==> src/rtl/alarm_sequencer_pkg.sv <==
// rtl/alarm_sequencer_pkg.sv - shared state encoding and constants for the alarm sequencer
package alarm_sequencer_pkg;

  typedef enum logic [1:0] {
    ST_DISARMED = 2'd0,
    ST_ARMED    = 2'd1,
    ST_RINGING  = 2'd2,
    ST_SNOOZE   = 2'd3
  } alarm_state_t;

  localparam int SEC_PER_MIN = 60;

  function automatic int max_int(input int a, input int b);
    return (a > b) ? a : b;
  endfunction

endpackage

==> src/rtl/alarm_sequencer_sec_countdown.sv <==
// rtl/alarm_sequencer_sec_countdown.sv - loadable seconds down-counter with registered zero flag
module sec_countdown #(
  parameter int TW = 9
) (
  input  logic          clk,
  input  logic          reset,
  input  logic          load,
  input  logic [TW-1:0] value,
  input  logic          sec_tick,
  output logic [TW-1:0] count,
  output logic          zero
);

  // Load wins over a coincident tick so a freshly loaded period is never shortened.
  always_ff @(posedge clk) begin
    if (reset) begin
      count <= '0;
      zero  <= 1'b1;
    end else if (load) begin
      count <= value;
      zero  <= (value == '0);
    end else if (sec_tick && (count != '0)) begin
      count <= count - 1'b1;
      zero  <= (count == TW'(1));
    end
  end

endmodule

==> src/rtl/alarm_sequencer.sv <==
// rtl/alarm_sequencer.sv - alarm time match and ring/snooze/dismiss sequencing
module alarm_sequencer
  import alarm_sequencer_pkg::*;
#(
  parameter int SNOOZE_MIN     = 5,
  parameter int MAX_SNOOZE     = 3,
  parameter int RING_TIMEOUT_S = 60
) (
  input  logic       clk,
  input  logic       reset,
  input  logic       sec_tick,
  input  logic [4:0] cur_hour,
  input  logic [5:0] cur_min,
  input  logic [5:0] cur_sec,
  input  logic       set_en,
  input  logic [4:0] set_hour,
  input  logic [5:0] set_min,
  input  logic       arm_toggle,
  input  logic       btn_snooze,
  input  logic       btn_clear,
  output logic       alarm,
  output logic       buzz_clear,
  output logic       armed,
  output logic       ringing,
  output logic       snoozing,
  output logic [2:0] snooze_left,
  output logic [4:0] alarm_hour,
  output logic [5:0] alarm_min
);

  localparam int TIMER_MAX = max_int(SNOOZE_MIN * SEC_PER_MIN, RING_TIMEOUT_S);
  localparam int TW        = $clog2(TIMER_MAX + 1);
  localparam logic [TW-1:0] RING_LOAD   = TW'(RING_TIMEOUT_S);
  localparam logic [TW-1:0] SNOOZE_LOAD = TW'(SNOOZE_MIN * SEC_PER_MIN);

  alarm_state_t  state, state_d;
  logic          alarm_d, clear_d;
  logic [2:0]    snooze_d;
  logic          tmr_load;
  logic [TW-1:0] tmr_value;
  logic [TW-1:0] tmr_count;
  logic          tmr_zero;
  logic          match, expire;

  sec_countdown #(.TW(TW)) u_timer (
    .clk      (clk),
    .reset    (reset),
    .load     (tmr_load),
    .value    (tmr_value),
    .sec_tick (sec_tick),
    .count    (tmr_count),
    .zero     (tmr_zero)
  );

  assign match  = sec_tick && (cur_hour == alarm_hour) && (cur_min == alarm_min) && (cur_sec == 6'd0);
  // Expiry is the tick that takes the counter to zero (or finds it already there).
  assign expire = sec_tick && (tmr_zero || (tmr_count == TW'(1)));

  always_comb begin
    state_d   = state;
    alarm_d   = 1'b0;
    clear_d   = 1'b0;
    snooze_d  = snooze_left;
    tmr_load  = 1'b0;
    tmr_value = '0;
    case (state)
      ST_DISARMED: begin
        if (arm_toggle) state_d = ST_ARMED;
      end
      ST_ARMED: begin
        if (arm_toggle) begin
          state_d = ST_DISARMED;
        end else if (match) begin
          state_d   = ST_RINGING;
          alarm_d   = 1'b1;
          tmr_load  = 1'b1;
          tmr_value = RING_LOAD;
          snooze_d  = 3'(MAX_SNOOZE);
        end
      end
      ST_RINGING: begin
        if (arm_toggle) begin
          state_d = ST_DISARMED;
          clear_d = 1'b1;
        end else if (btn_clear) begin
          state_d = ST_ARMED;
          clear_d = 1'b1;
        end else if ((btn_snooze || expire) && (snooze_left != 3'd0)) begin
          state_d   = ST_SNOOZE;
          clear_d   = 1'b1;
          snooze_d  = snooze_left - 3'd1;
          tmr_load  = 1'b1;
          tmr_value = SNOOZE_LOAD;
        end else if (expire) begin
          state_d = ST_ARMED;
          clear_d = 1'b1;
        end
      end
      ST_SNOOZE: begin
        if (arm_toggle) begin
          state_d = ST_DISARMED;
          clear_d = 1'b1;
        end else if (btn_clear) begin
          state_d = ST_ARMED;
          clear_d = 1'b1;
        end else if (expire) begin
          state_d   = ST_RINGING;
          alarm_d   = 1'b1;
          tmr_load  = 1'b1;
          tmr_value = RING_LOAD;
        end
      end
      default: state_d = ST_DISARMED;
    endcase
  end

  always_ff @(posedge clk) begin
    if (reset) begin
      state       <= ST_DISARMED;
      alarm       <= 1'b0;
      buzz_clear  <= 1'b0;
      armed       <= 1'b0;
      ringing     <= 1'b0;
      snoozing    <= 1'b0;
      snooze_left <= 3'd0;
      alarm_hour  <= 5'd0;
      alarm_min   <= 6'd0;
    end else begin
      state       <= state_d;
      alarm       <= alarm_d;
      buzz_clear  <= clear_d;
      armed       <= (state_d != ST_DISARMED);
      ringing     <= (state_d == ST_RINGING);
      snoozing    <= (state_d == ST_SNOOZE);
      snooze_left <= snooze_d;
      if (set_en && (set_hour < 5'd24) && (set_min < 6'd60)) begin
        alarm_hour <= set_hour;
        alarm_min  <= set_min;
      end
    end
  end

endmodule

==> config.mk <==
export PLATFORM = sky130hd
export DESIGN_NAME = alarm_sequencer
export DESIGN_NICKNAME = d
export VERILOG_FILES = /design/src/rtl/alarm_sequencer_pkg.sv /design/src/rtl/alarm_sequencer_sec_countdown.sv /design/src/rtl/alarm_sequencer.sv
export SDC_FILE = /design/constraint.sdc
export NUM_CORES = 1
export LEC_CHECK = 0
export BUFFER_PORTS_ARGS = -buffer_cell sky130_fd_sc_hd__buf_2
export CAP_MARGIN = 15
export CORE_UTILIZATION = 51
export CTS_BUF_LIST = sky130_fd_sc_hd__clkbuf_8 sky130_fd_sc_hd__clkbuf_16
export CTS_CLUSTER_SIZE = 12
export DETAILED_ROUTE_END_ITERATION = 8
export GPL_ROUTABILITY_DRIVEN = 0
export PLACE_DENSITY = 0.89
export SETUP_SLACK_MARGIN = 0.1
export SLEW_MARGIN = 25
export SYNTH_ARGS = -nofsm -noshare
export SYNTH_HDL_FRONTEND = slang
export SYNTH_HIERARCHICAL = 1
export SYNTH_SLANG_ARGS = --single-unit
==> constraint.sdc <==
create_clock -name clk -period 3 [get_ports clk]
set_input_delay 0.3 -clock clk [delete_from_list [all_inputs] [get_ports clk]]
set_output_delay 0.3 -clock clk [all_outputs]
set_load 0.02 [all_outputs]
==> results of run 1 <==
==> registers in the layout, summed over array words and instances (netlist names) <==
signal / count
u_timer/count: 9
alarm_min: 6
alarm_hour: 5
snooze_left: 3
state: 2
alarm: 1
armed: 1
buzz_clear: 1
ringing: 1
snoozing: 1
u_timer/zero: 1
==> final timing paths <==
kind / start / to / cells after the start
min reg2reg: snooze_left[0] / snooze_left[0] / 2
min: set_hour[0] / alarm_hour[0] / 3
max: u_timer/count[2] / u_timer/count[5] / 6
max reg2reg: u_timer/count[2] / u_timer/count[5] / 6
==> synth_stat cells (3+ instances only) <==
cell,number
nor4_1,3
a21oi_1,6
dfxtp_1,31
nor3_1,5
mux2i_1,10
nand3_1,4
o21ai_0,4
a211oi_1,3
a311oi_1,5
nand4_1,5
nor4b_1,3
clkbuf_1,5
a31oi_1,4
or3_1,3
ha_1,5
nor2_1,24
nand2_1,13
inv_1,10
xnor2_1,12
==> stage by stage <==
stage / setup slack [ns] / hold slack, ns / instance area [sq um]
floorplan: 0.7308 / 0.3728 / 1777
CTS: 0.6455 / 0.2448 / 2165
finish: 0.6398 / 0.2449 / 2165
detailed placement: 0.5733 / 0.4641 / 2077
global route: 0.4046 / 0.2576 / 2165
global placement: 0.6542 / 0.4564 / 2077
==> worst reg2reg max path, stage by stage, from the launching register on <==
cell and delay [ns]:
dfxtp_1 0.46, nor4b_1 0.10, a32o_2 0.32, a41oi_1 0.32
nand2_1 0.24, or4_2 0.68, a31oi_1 0.17
==> report_power, final <==
group,switching [mW],internal [mW],leakage (nW),total (mW)
clock,0.153,0.180,0.0470,0.333
combinational,0.264,0.233,0.652,0.497
sequential,0.0764,0.477,0.254,0.553
==> layout make-up <==
cell class	instances	area, sq um	share of cell area (%)
Sequential cell	31	620.6	28.67
Timing Repair Buffer	55	280.3	12.95
Tap cell	44	55.05	2.543
Clock inverter	1	5.005	0.2312
Multi-Input combinational cell	155	1080	49.88
Clock buffer	6	82.58	3.815
Inverter	11	41.29	1.908
==> cells by family (layout without fill, tap and decap cells) <==
family                     Yosys count  in the layout  share of synthesized area [%]
muxes                               11             11                          6.348
xor gates and xnor gates            12             12                          5.991
buffers and inverters               18             73                          4.351
adders and majority gates            5              5                          3.566
and+or+nand+nor                     76             76                          24.96
AOI/OAI and AO/OA                   44             44                          19.19
DFF                                 31             31                          35.38
other                                1              7                         0.2138
==> layer usage <==
metal	up-vias	global-route usage (%)	part of all wire, %
li1	844	-	-
met1	776	30.37	43
met2	72	45.05	47
met3	11	9.168	7.2
met4	0	10.71	2.3
met5	-	0	0
==> cells in the final DEF (no fill, tap or decap), drive strengths merged, types with 6 or more instances in the layout <==
cell type and n:
buf 55, dfxtp 31, nor2 24, nand2 13
xnor2 12, inv 11, mux2i 10, conb 7
a21oi 6, clkbuf 6
==> impl_results.html, run 1 <==
<table>
<tr><th>Metric</th><th>Value</th></tr>
<tr><th colspan="2">Route</th></tr>
<tr><td>Residual antenna-violating net count after detailed routing</td><td>0</td></tr>
<tr><td>Number of detailed-routing iterations run before antenna repair</td><td>4</td></tr>
<tr><td>Vias per cell</td><td>roughly 5.6</td></tr>
<tr><td>Initial drt markers</td><td>53</td></tr>
<tr><td>Detail-routed net length per standard cell</td><td>14.26 um</td></tr>
<tr><td>Number of remaining DRC errors</td><td>0</td></tr>
<tr><td>Total via count in the routed design</td><td>1,703</td></tr>
<tr><td>Routed wire length</td><td>4.320 mm</td></tr>
<tr><th colspan="2">Synthesis</th></tr>
<tr><td>Synthesized netlist cell count</td><td>198</td></tr>
<tr><td>Top cell type by total area after synthesis</td><td>dfxtp_1</td></tr>
<tr><td>Share of flip-flops with an asynchronous set or reset</td><td>0%</td></tr>
<tr><td>Area share of the largest cell type after synthesis</td><td>35.38%</td></tr>
<tr><td>Synth Warn #</td><td>6</td></tr>
<tr><td>Sequential area share after synthesis</td><td>35.38%</td></tr>
<tr><td>Cell types with the largest area share after synthesis</td><td>dfxtp_1 (35%), xnor2_1 (6.0%), mux2i_1 (5.7%)</td></tr>
<tr><td>Library cells used by synthesis</td><td>52</td></tr>
<tr><td>Cell Area, Synth</td><td>1754 sq um</td></tr>
<tr><td>Number of enable-type register cells in the synthesized netlist</td><td>0</td></tr>
<tr><td>Synthesized area per cell</td><td>just under 9 sq um</td></tr>
<tr><td>Top FF cell, synth</td><td>dfxtp_1</td></tr>
<tr><td>Number of storage elements in the synthesis netlist</td><td>31</td></tr>
<tr><th colspan="2">Layout</th></tr>
<tr><td>Core Util, Final</td><td>68.65%</td></tr>
<tr><td>Synthesis-to-finish area growth</td><td>23.40%</td></tr>
<tr><td>Diode count</td><td>0</td></tr>
<tr><td>Fill cell total of the finished layout</td><td>263</td></tr>
<tr><td>Fin cells</td><td>303</td></tr>
<tr><td>Layout net count</td><td>between 200 and 300</td></tr>
<tr><td>Fraction of layout instances using a drive strength above 1</td><td>30.89%</td></tr>
<tr><th colspan="2">CTS</th></tr>
<tr><td>Worst skew pair latency</td><td>a little under 0.3 ns</td></tr>
<tr><td>H-tree levels</td><td>2</td></tr>
<tr><td>Clock edge transition at the registers on the reported setup and hold paths</td><td>about 0.060 ns</td></tr>
<tr><td>Root buffer cell</td><td>clkbuf_8</td></tr>
<tr><td>Post-CTS repair timing setup buffer count</td><td>0</td></tr>
<tr><td>Clock tree from TritonCTS</td><td>done</td></tr>
<tr><td>Hold-fix buffers, CTS</td><td>0</td></tr>
<tr><td>TritonCTS Buffers</td><td>5</td></tr>
<tr><td>Total of cells resized after clock tree synthesis</td><td>0</td></tr>
<tr><td>Max Root-Sink Buffers</td><td>2</td></tr>
<tr><td>Sink Count</td><td>31</td></tr>
<tr><th colspan="2">Worst setup path</th></tr>
<tr><td>Critical path buffers and inverters</td><td>0</td></tr>
<tr><td>Kind of start point of the critical path</td><td>flip-flop</td></tr>
<tr><td>Sort of element at the end of the critical path</td><td>flip-flop</td></tr>
<tr><td>Setup slack on the worst flop-to-flop path</td><td>0.64 ns</td></tr>
<tr><td>Cell at the slowest stage of the critical path</td><td>or4_2</td></tr>
<tr><td>Data arrival time of the critical path</td><td>2.57 ns</td></tr>
<tr><td>Critical setup path kind</td><td>reg -&gt; reg</td></tr>
<tr><td>Cells traversed along the worst timing path</td><td>nor4b_1 -&gt; a32o_2 -&gt; a41oi_1 -&gt; nand2_1 -&gt; or4_2 -&gt; a31oi_1</td></tr>
<tr><td>Stage delay of the slowest cell on the critical path</td><td>0.68 ns</td></tr>
<tr><td>Required time of the worst setup path</td><td>3.21 ns</td></tr>
<tr><td>Worst path top cell family by delay</td><td>simple AND/OR/NAND/NOR gates</td></tr>
<tr><td>Crit path max fanout</td><td>9</td></tr>
<tr><th colspan="2">Global route</th></tr>
<tr><td>Vias in the first global route</td><td>about 1,600</td></tr>
<tr><td>GRT Total Usage</td><td>26.45%</td></tr>
<tr><td>Global route overflow</td><td>0</td></tr>
<tr><td>Wire length of the first global-routing pass</td><td>approximately 7 mm</td></tr>
<tr><td>Initial antenna violation count</td><td>0</td></tr>
<tr><td>Maximum number of pins on one net before global-route repair</td><td>30</td></tr>
<tr><th colspan="2">Run</th></tr>
<tr><td>MaxCap Viol Count</td><td>0</td></tr>
<tr><th colspan="2">Timing</th></tr>
<tr><td>RSZ-0062 raised after global routing</td><td>false</td></tr>
<tr><td>Worst-margin pin slew</td><td>0.6152 ns</td></tr>
<tr><td>Tmin final</td><td>2.360 ns</td></tr>
<tr><td>Setup clock skew after layout</td><td>0.007324 ns</td></tr>
<tr><td># setup viols final</td><td>0</td></tr>
<tr><td>Count of final hold-check violations</td><td>0</td></tr>
<tr><td>Final clock period utilization by the worst path</td><td>78.67%</td></tr>
<tr><td>Highest achievable clock rate</td><td>0.4237 GHz</td></tr>
<tr><td>Worst relative slew slack</td><td>58.90%</td></tr>
<tr><td>Final-layout setup total negative slack</td><td>0 ns</td></tr>
<tr><td>Number of max-slew violations in the final report</td><td>0</td></tr>
<tr><th colspan="2">Power and ir drop</th></tr>
<tr><td>Static power due to leakage</td><td>0.9525 nW</td></tr>
<tr><td>Largest vdd supply drop</td><td>between 0.0005 and 0.0006 V</td></tr>
<tr><td>Total power</td><td>1.383 mW</td></tr>
<tr><td>Cell area power density</td><td>between 600 and 700 nW/um^2</td></tr>
<tr><th colspan="2">Hold path</th></tr>
<tr><td>Hold Crit Class</td><td>in -&gt; reg</td></tr>
<tr><th colspan="2">Run status</th></tr>
<tr><td>Status</td><td>completed</td></tr>
<tr><th colspan="2">Floorplan</th></tr>
<tr><td>Core Rows</td><td>20</td></tr>
<tr><td>Initial Utilization</td><td>55.63%</td></tr>
<tr><td>Die footprint</td><td>between 3000 and 4000 sq um</td></tr>
<tr><td>Horizontal die dimension</td><td>60.65 um</td></tr>
<tr><td>Std-Cell Core Area</td><td>~3200 sq um</td></tr>
<tr><td>Num ports</td><td>between 50 and 60</td></tr>
<tr><td>Die H</td><td>60.65 um</td></tr>
<tr><th colspan="2">Place</th></tr>
<tr><td>Total instance count after detailed placement</td><td>around 300</td></tr>
<tr><td>Final HPWL DP</td><td>roughly 3.3 mm</td></tr>
<tr><td>Number of port buffers</td><td>between 50 and 60</td></tr>
</table>
Note: power is estimated with default switching activity, not from simulation.
==> inputs of run 2 (changes only) <==
--- a/config.mk
+++ b/config.mk
@@ -7,12 +7,12 @@
 export LEC_CHECK = 0
 export BUFFER_PORTS_ARGS = -buffer_cell sky130_fd_sc_hd__buf_2
 export CAP_MARGIN = 15
-export CORE_UTILIZATION = 51
+export CORE_UTILIZATION = 46
 export CTS_BUF_LIST = sky130_fd_sc_hd__clkbuf_8 sky130_fd_sc_hd__clkbuf_16
 export CTS_CLUSTER_SIZE = 12
 export DETAILED_ROUTE_END_ITERATION = 8
 export GPL_ROUTABILITY_DRIVEN = 0
-export PLACE_DENSITY = 0.89
+export PLACE_DENSITY = 0.85
 export SETUP_SLACK_MARGIN = 0.1
 export SLEW_MARGIN = 25
 export SYNTH_ARGS = -nofsm -noshare
==> constraint.sdc (replaced) <==
create_clock -name clk -period 2.1 [get_ports clk]
set_input_delay 0.21 -clock clk [delete_from_list [all_inputs] [get_ports clk]]
set_output_delay 0.21 -clock clk [all_outputs]
set_load 0.02 [all_outputs]
==> run 2 against run 1 <==
Compared with the run above: clock-buffer cell count is the same; final cell count rose by 8.6%; power rose by 69%; die area increased by 11%; register-to-register slack worse by 0.52 ns; fmax is 19% higher; critical path depth fell by 2; core utilization up 1.0 points; clock power increased by 82%; via count is 7.0% higher; critical endpoint is now u_timer/count[8].
==> impl_results.html, run 2 (synthesis gave the netlist of run 1 again) <==
<table>
<tr><th>Metric</th><th>Value</th></tr>
<tr><th colspan="2">Floorplan</th></tr>
<tr><td>Initial Utilization</td><td>47.92% (was 55.63%)</td></tr>
<tr><td>Die footprint</td><td>4065 sq um (was 3678 sq um)</td></tr>
<tr><td>Num ports</td><td>54 (unchanged)</td></tr>
<tr><td>Die H</td><td>63.76 um (was 60.65 um)</td></tr>
<tr><td>Horizontal die dimension</td><td>63.76 um (was 60.65 um)</td></tr>
<tr><td>Std-Cell Core Area</td><td>3661 sq um (was 3153 sq um)</td></tr>
<tr><td>Core Rows</td><td>22 (was 20)</td></tr>
<tr><th colspan="2">Timing</th></tr>
<tr><td>RSZ-0062 raised after global routing</td><td>true (was false)</td></tr>
<tr><td>Number of max-slew violations in the final report</td><td>0 (unchanged)</td></tr>
<tr><td>Final clock period utilization by the worst path</td><td>94.26% (was 78.67%)</td></tr>
<tr><td>Tmin final</td><td>1.979 ns (was 2.360 ns)</td></tr>
<tr><td>Final-layout setup total negative slack</td><td>0 ns (unchanged)</td></tr>
<tr><td>Highest achievable clock rate</td><td>0.5052 GHz (was 0.4237 GHz)</td></tr>
<tr><td># setup viols final</td><td>0 (unchanged)</td></tr>
<tr><td>Worst Hold Slack</td><td>0.1556 ns (was 0.2449 ns)</td></tr>
<tr><td>Worst Slack Setup Final</td><td>0.1206 ns (was 0.6398 ns)</td></tr>
<tr><td>Count of final hold-check violations</td><td>0 (unchanged)</td></tr>
<tr><td>Setup clock skew after layout</td><td>0.008950 ns (was 0.007324 ns)</td></tr>
<tr><th colspan="2">Route</th></tr>
<tr><td>Number of remaining DRC errors</td><td>0 (unchanged)</td></tr>
<tr><td>Number of detailed-routing iterations run before antenna repair</td><td>4 (unchanged)</td></tr>
<tr><td>Residual antenna-violating net count after detailed routing</td><td>0 (unchanged)</td></tr>
<tr><td>DR WL met2</td><td>2.484 mm (was 2.047 mm)</td></tr>
<tr><td>Initial drt markers</td><td>90 (was 53)</td></tr>
<tr><td>Vias per cell</td><td>5.538 (was 5.620)</td></tr>
<tr><td>Met3 Wirelength</td><td>285 um (was 311 um)</td></tr>
<tr><td>Routed wire length</td><td>4.877 mm (was 4.320 mm)</td></tr>
<tr><td>Total via count in the routed design</td><td>1,822 (was 1,703)</td></tr>
<tr><td>Top Metal Used</td><td>met4 (unchanged)</td></tr>
<tr><td>Detail-routed net length per standard cell</td><td>14.82 um (was 14.26 um)</td></tr>
<tr><td>Routed length on met1</td><td>1.999 mm (was 1.859 mm)</td></tr>
<tr><th colspan="2">Place</th></tr>
<tr><td>Total instance count after detailed placement</td><td>309 (was 296)</td></tr>
<tr><td>Number of port buffers</td><td>53 (unchanged)</td></tr>
<tr><td>Total cell area at the placement stage</td><td>2186 sq um (was 2077 sq um)</td></tr>
<tr><td>Post-place setup slack</td><td>0.01310 ns (was 0.5733 ns)</td></tr>
<tr><td>Final HPWL DP</td><td>3.282 mm (was 3.263 mm)</td></tr>
<tr><th colspan="2">CTS</th></tr>
<tr><td>H-tree levels</td><td>2 (unchanged)</td></tr>
<tr><td>Root buffer cell</td><td>clkbuf_8 (unchanged)</td></tr>
<tr><td>Clock edge transition at the registers on the reported setup and hold paths</td><td>0.07 ns (was 0.06 ns)</td></tr>
<tr><td>Sink Count</td><td>31 (unchanged)</td></tr>
<tr><td>TritonCTS Buffers</td><td>5 (unchanged)</td></tr>
<tr><td>Max Root-Sink Buffers</td><td>2 (unchanged)</td></tr>
<tr><td>Worst skew pair latency</td><td>0.29 ns (about the same)</td></tr>
<tr><td>Clock tree from TritonCTS</td><td>done (unchanged)</td></tr>
<tr><th colspan="2">Worst setup path</th></tr>
<tr><td>Required time of the worst setup path</td><td>2.29 ns (was 3.21 ns)</td></tr>
<tr><td>Setup slack on the worst flop-to-flop path</td><td>0.12 ns (was 0.64 ns)</td></tr>
<tr><td>Data arrival time of the critical path</td><td>2.17 ns (was 2.57 ns)</td></tr>
<tr><td>Kind of start point of the critical path</td><td>flip-flop (unchanged)</td></tr>
<tr><td>Sort of element at the end of the critical path</td><td>flip-flop (unchanged)</td></tr>
<tr><td>Critical setup path kind</td><td>reg -&gt; reg (unchanged)</td></tr>
<tr><td>Crit path max fanout</td><td>6 (was 9)</td></tr>
<tr><th colspan="2">Layout</th></tr>
<tr><td>Most frequent standard cell in the layout excluding fill and tap cells</td><td>buf_2 (unchanged)</td></tr>
<tr><td>Number of flip-flops under the largest register name</td><td>9 (unchanged)</td></tr>
<tr><td>Layout net count</td><td>320 (was 299)</td></tr>
<tr><td>Total non-filler cell area in the finished layout</td><td>2551 sq um (was 2165 sq um)</td></tr>
<tr><td>Synthesis-to-finish area growth</td><td>45.44% (was 23.40%)</td></tr>
<tr><td>Diode count</td><td>0 (unchanged)</td></tr>
<tr><td>Register name with the most flops</td><td>u_timer/count (unchanged)</td></tr>
<tr><td>Registers with the highest flip-flop counts</td><td>u_timer/count (9), alarm_min (6), alarm_hour (5) (unchanged)</td></tr>
<tr><td>Leading cell types in the layout, fill and taps excluded</td><td>buf_2 (53), nor2_1 (24), buf_4 (18) (was buf_2 (53), dfxtp_1 (31), nor2_1 (24))</td></tr>
<tr><td>Core Util, Final</td><td>69.69% (was 68.65%)</td></tr>
<tr><td>Fin cells</td><td>329 (was 303)</td></tr>
<tr><td>Fraction of layout instances using a drive strength above 1</td><td>49.82% (was 30.89%)</td></tr>
<tr><th colspan="2">Global route</th></tr>
<tr><td>Initial antenna violation count</td><td>0 (unchanged)</td></tr>
<tr><td>Global route overflow</td><td>0 (unchanged)</td></tr>
<tr><td>Vias in the first global route</td><td>1,703 (was 1,576)</td></tr>
<tr><td>GRT Total Usage</td><td>22.87% (was 26.45%)</td></tr>
<tr><td>Wire length of the first global-routing pass</td><td>7.334 mm (was 6.975 mm)</td></tr>
<tr><td>Maximum number of pins on one net before global-route repair</td><td>29 (was 30)</td></tr>
<tr><th colspan="2">Power and ir drop</th></tr>
<tr><td>Largest vdd supply drop</td><td>0.0004580 V (was 0.0005002 V)</td></tr>
<tr><td>Cell area power density</td><td>914.9 nW/um^2 (was 639.0 nW/um^2)</td></tr>
<tr><td>Static power due to leakage</td><td>1.125 nW (was 0.9525 nW)</td></tr>
<tr><td>Total power</td><td>2.334 mW (was 1.383 mW)</td></tr>
<tr><th colspan="2">Run</th></tr>
<tr><td>MaxCap Viol Count</td><td>0 (unchanged)</td></tr>
<tr><th colspan="2">Run status</th></tr>
<tr><td>Status</td><td>completed (unchanged)</td></tr>
<tr><th colspan="2">Hold path</th></tr>
<tr><td>Hold Crit Class</td><td>in -&gt; reg (unchanged)</td></tr>
</table>
run 2: cell types whose count changed in the layout (fill, tap and decap cells not counted), moves of 3 or more:
cell	change
dfxtp_1	-20
buf_4	+16
dfxtp_2	+15
buf_6	+5
dfxtp_4	+5
nand3_1	-3
nand3_2	+3
run 2: path summary, 6_finish.rpt:
path / startpoint / endpoint / cells past startpoint
max: u_timer/count[3] / u_timer/count[8] / 4
min: set_min[0] / alarm_min[0] / 3
max reg2reg: u_timer/count[3] / u_timer/count[8] / 4
min reg2reg: snooze_left[0] / snooze_left[0] / 2
run 2: layout make-up:
cell class	instances	area [sq um]
inverters	11	43.79
clock inverters	2	35.03
clock buffers	6	82.58
multi-input cells	155	1215
well taps	48	60.06
fillers	268	1110
flip-flops and latches	31	658.1
repair buffers	76	456.7
run 2: where the power goes:
| group | internal [mW] | leakage (nW) | total (mW) | switching (mW) |
|---|---|---|---|---|
| logic | 0.438 | 0.801 | 0.901 | 0.463 |
| clock network | 0.383 | 0.0612 | 0.606 | 0.223 |
| registers | 0.704 | 0.263 | 0.827 | 0.123 |
| total | 1.53 | 1.13 | 2.33 | 0.809 |
run 2: worst max-delay path, stage by stage (launching register included):
cell,delay [ns]
dfxtp_4,0.37
or3_4,0.42
or4_4,0.53
or3_1,0.36
a311oi_2,0.20
run 2: what timing repair did:
action	4_1_cts	5_1_grt
buffers inserted	5	7
pin swaps	7	16
endpoints found under the setup margin	4	11
hold buffers	0	0
gates resized for setup	3	36
run 2: routing by layer:
metal	track usage (%)	vias to the layer above
met3	6.786	15
met2	39.76	68
met1	26.96	852
li1	-	887
met5	0	-
met4	6.534	0
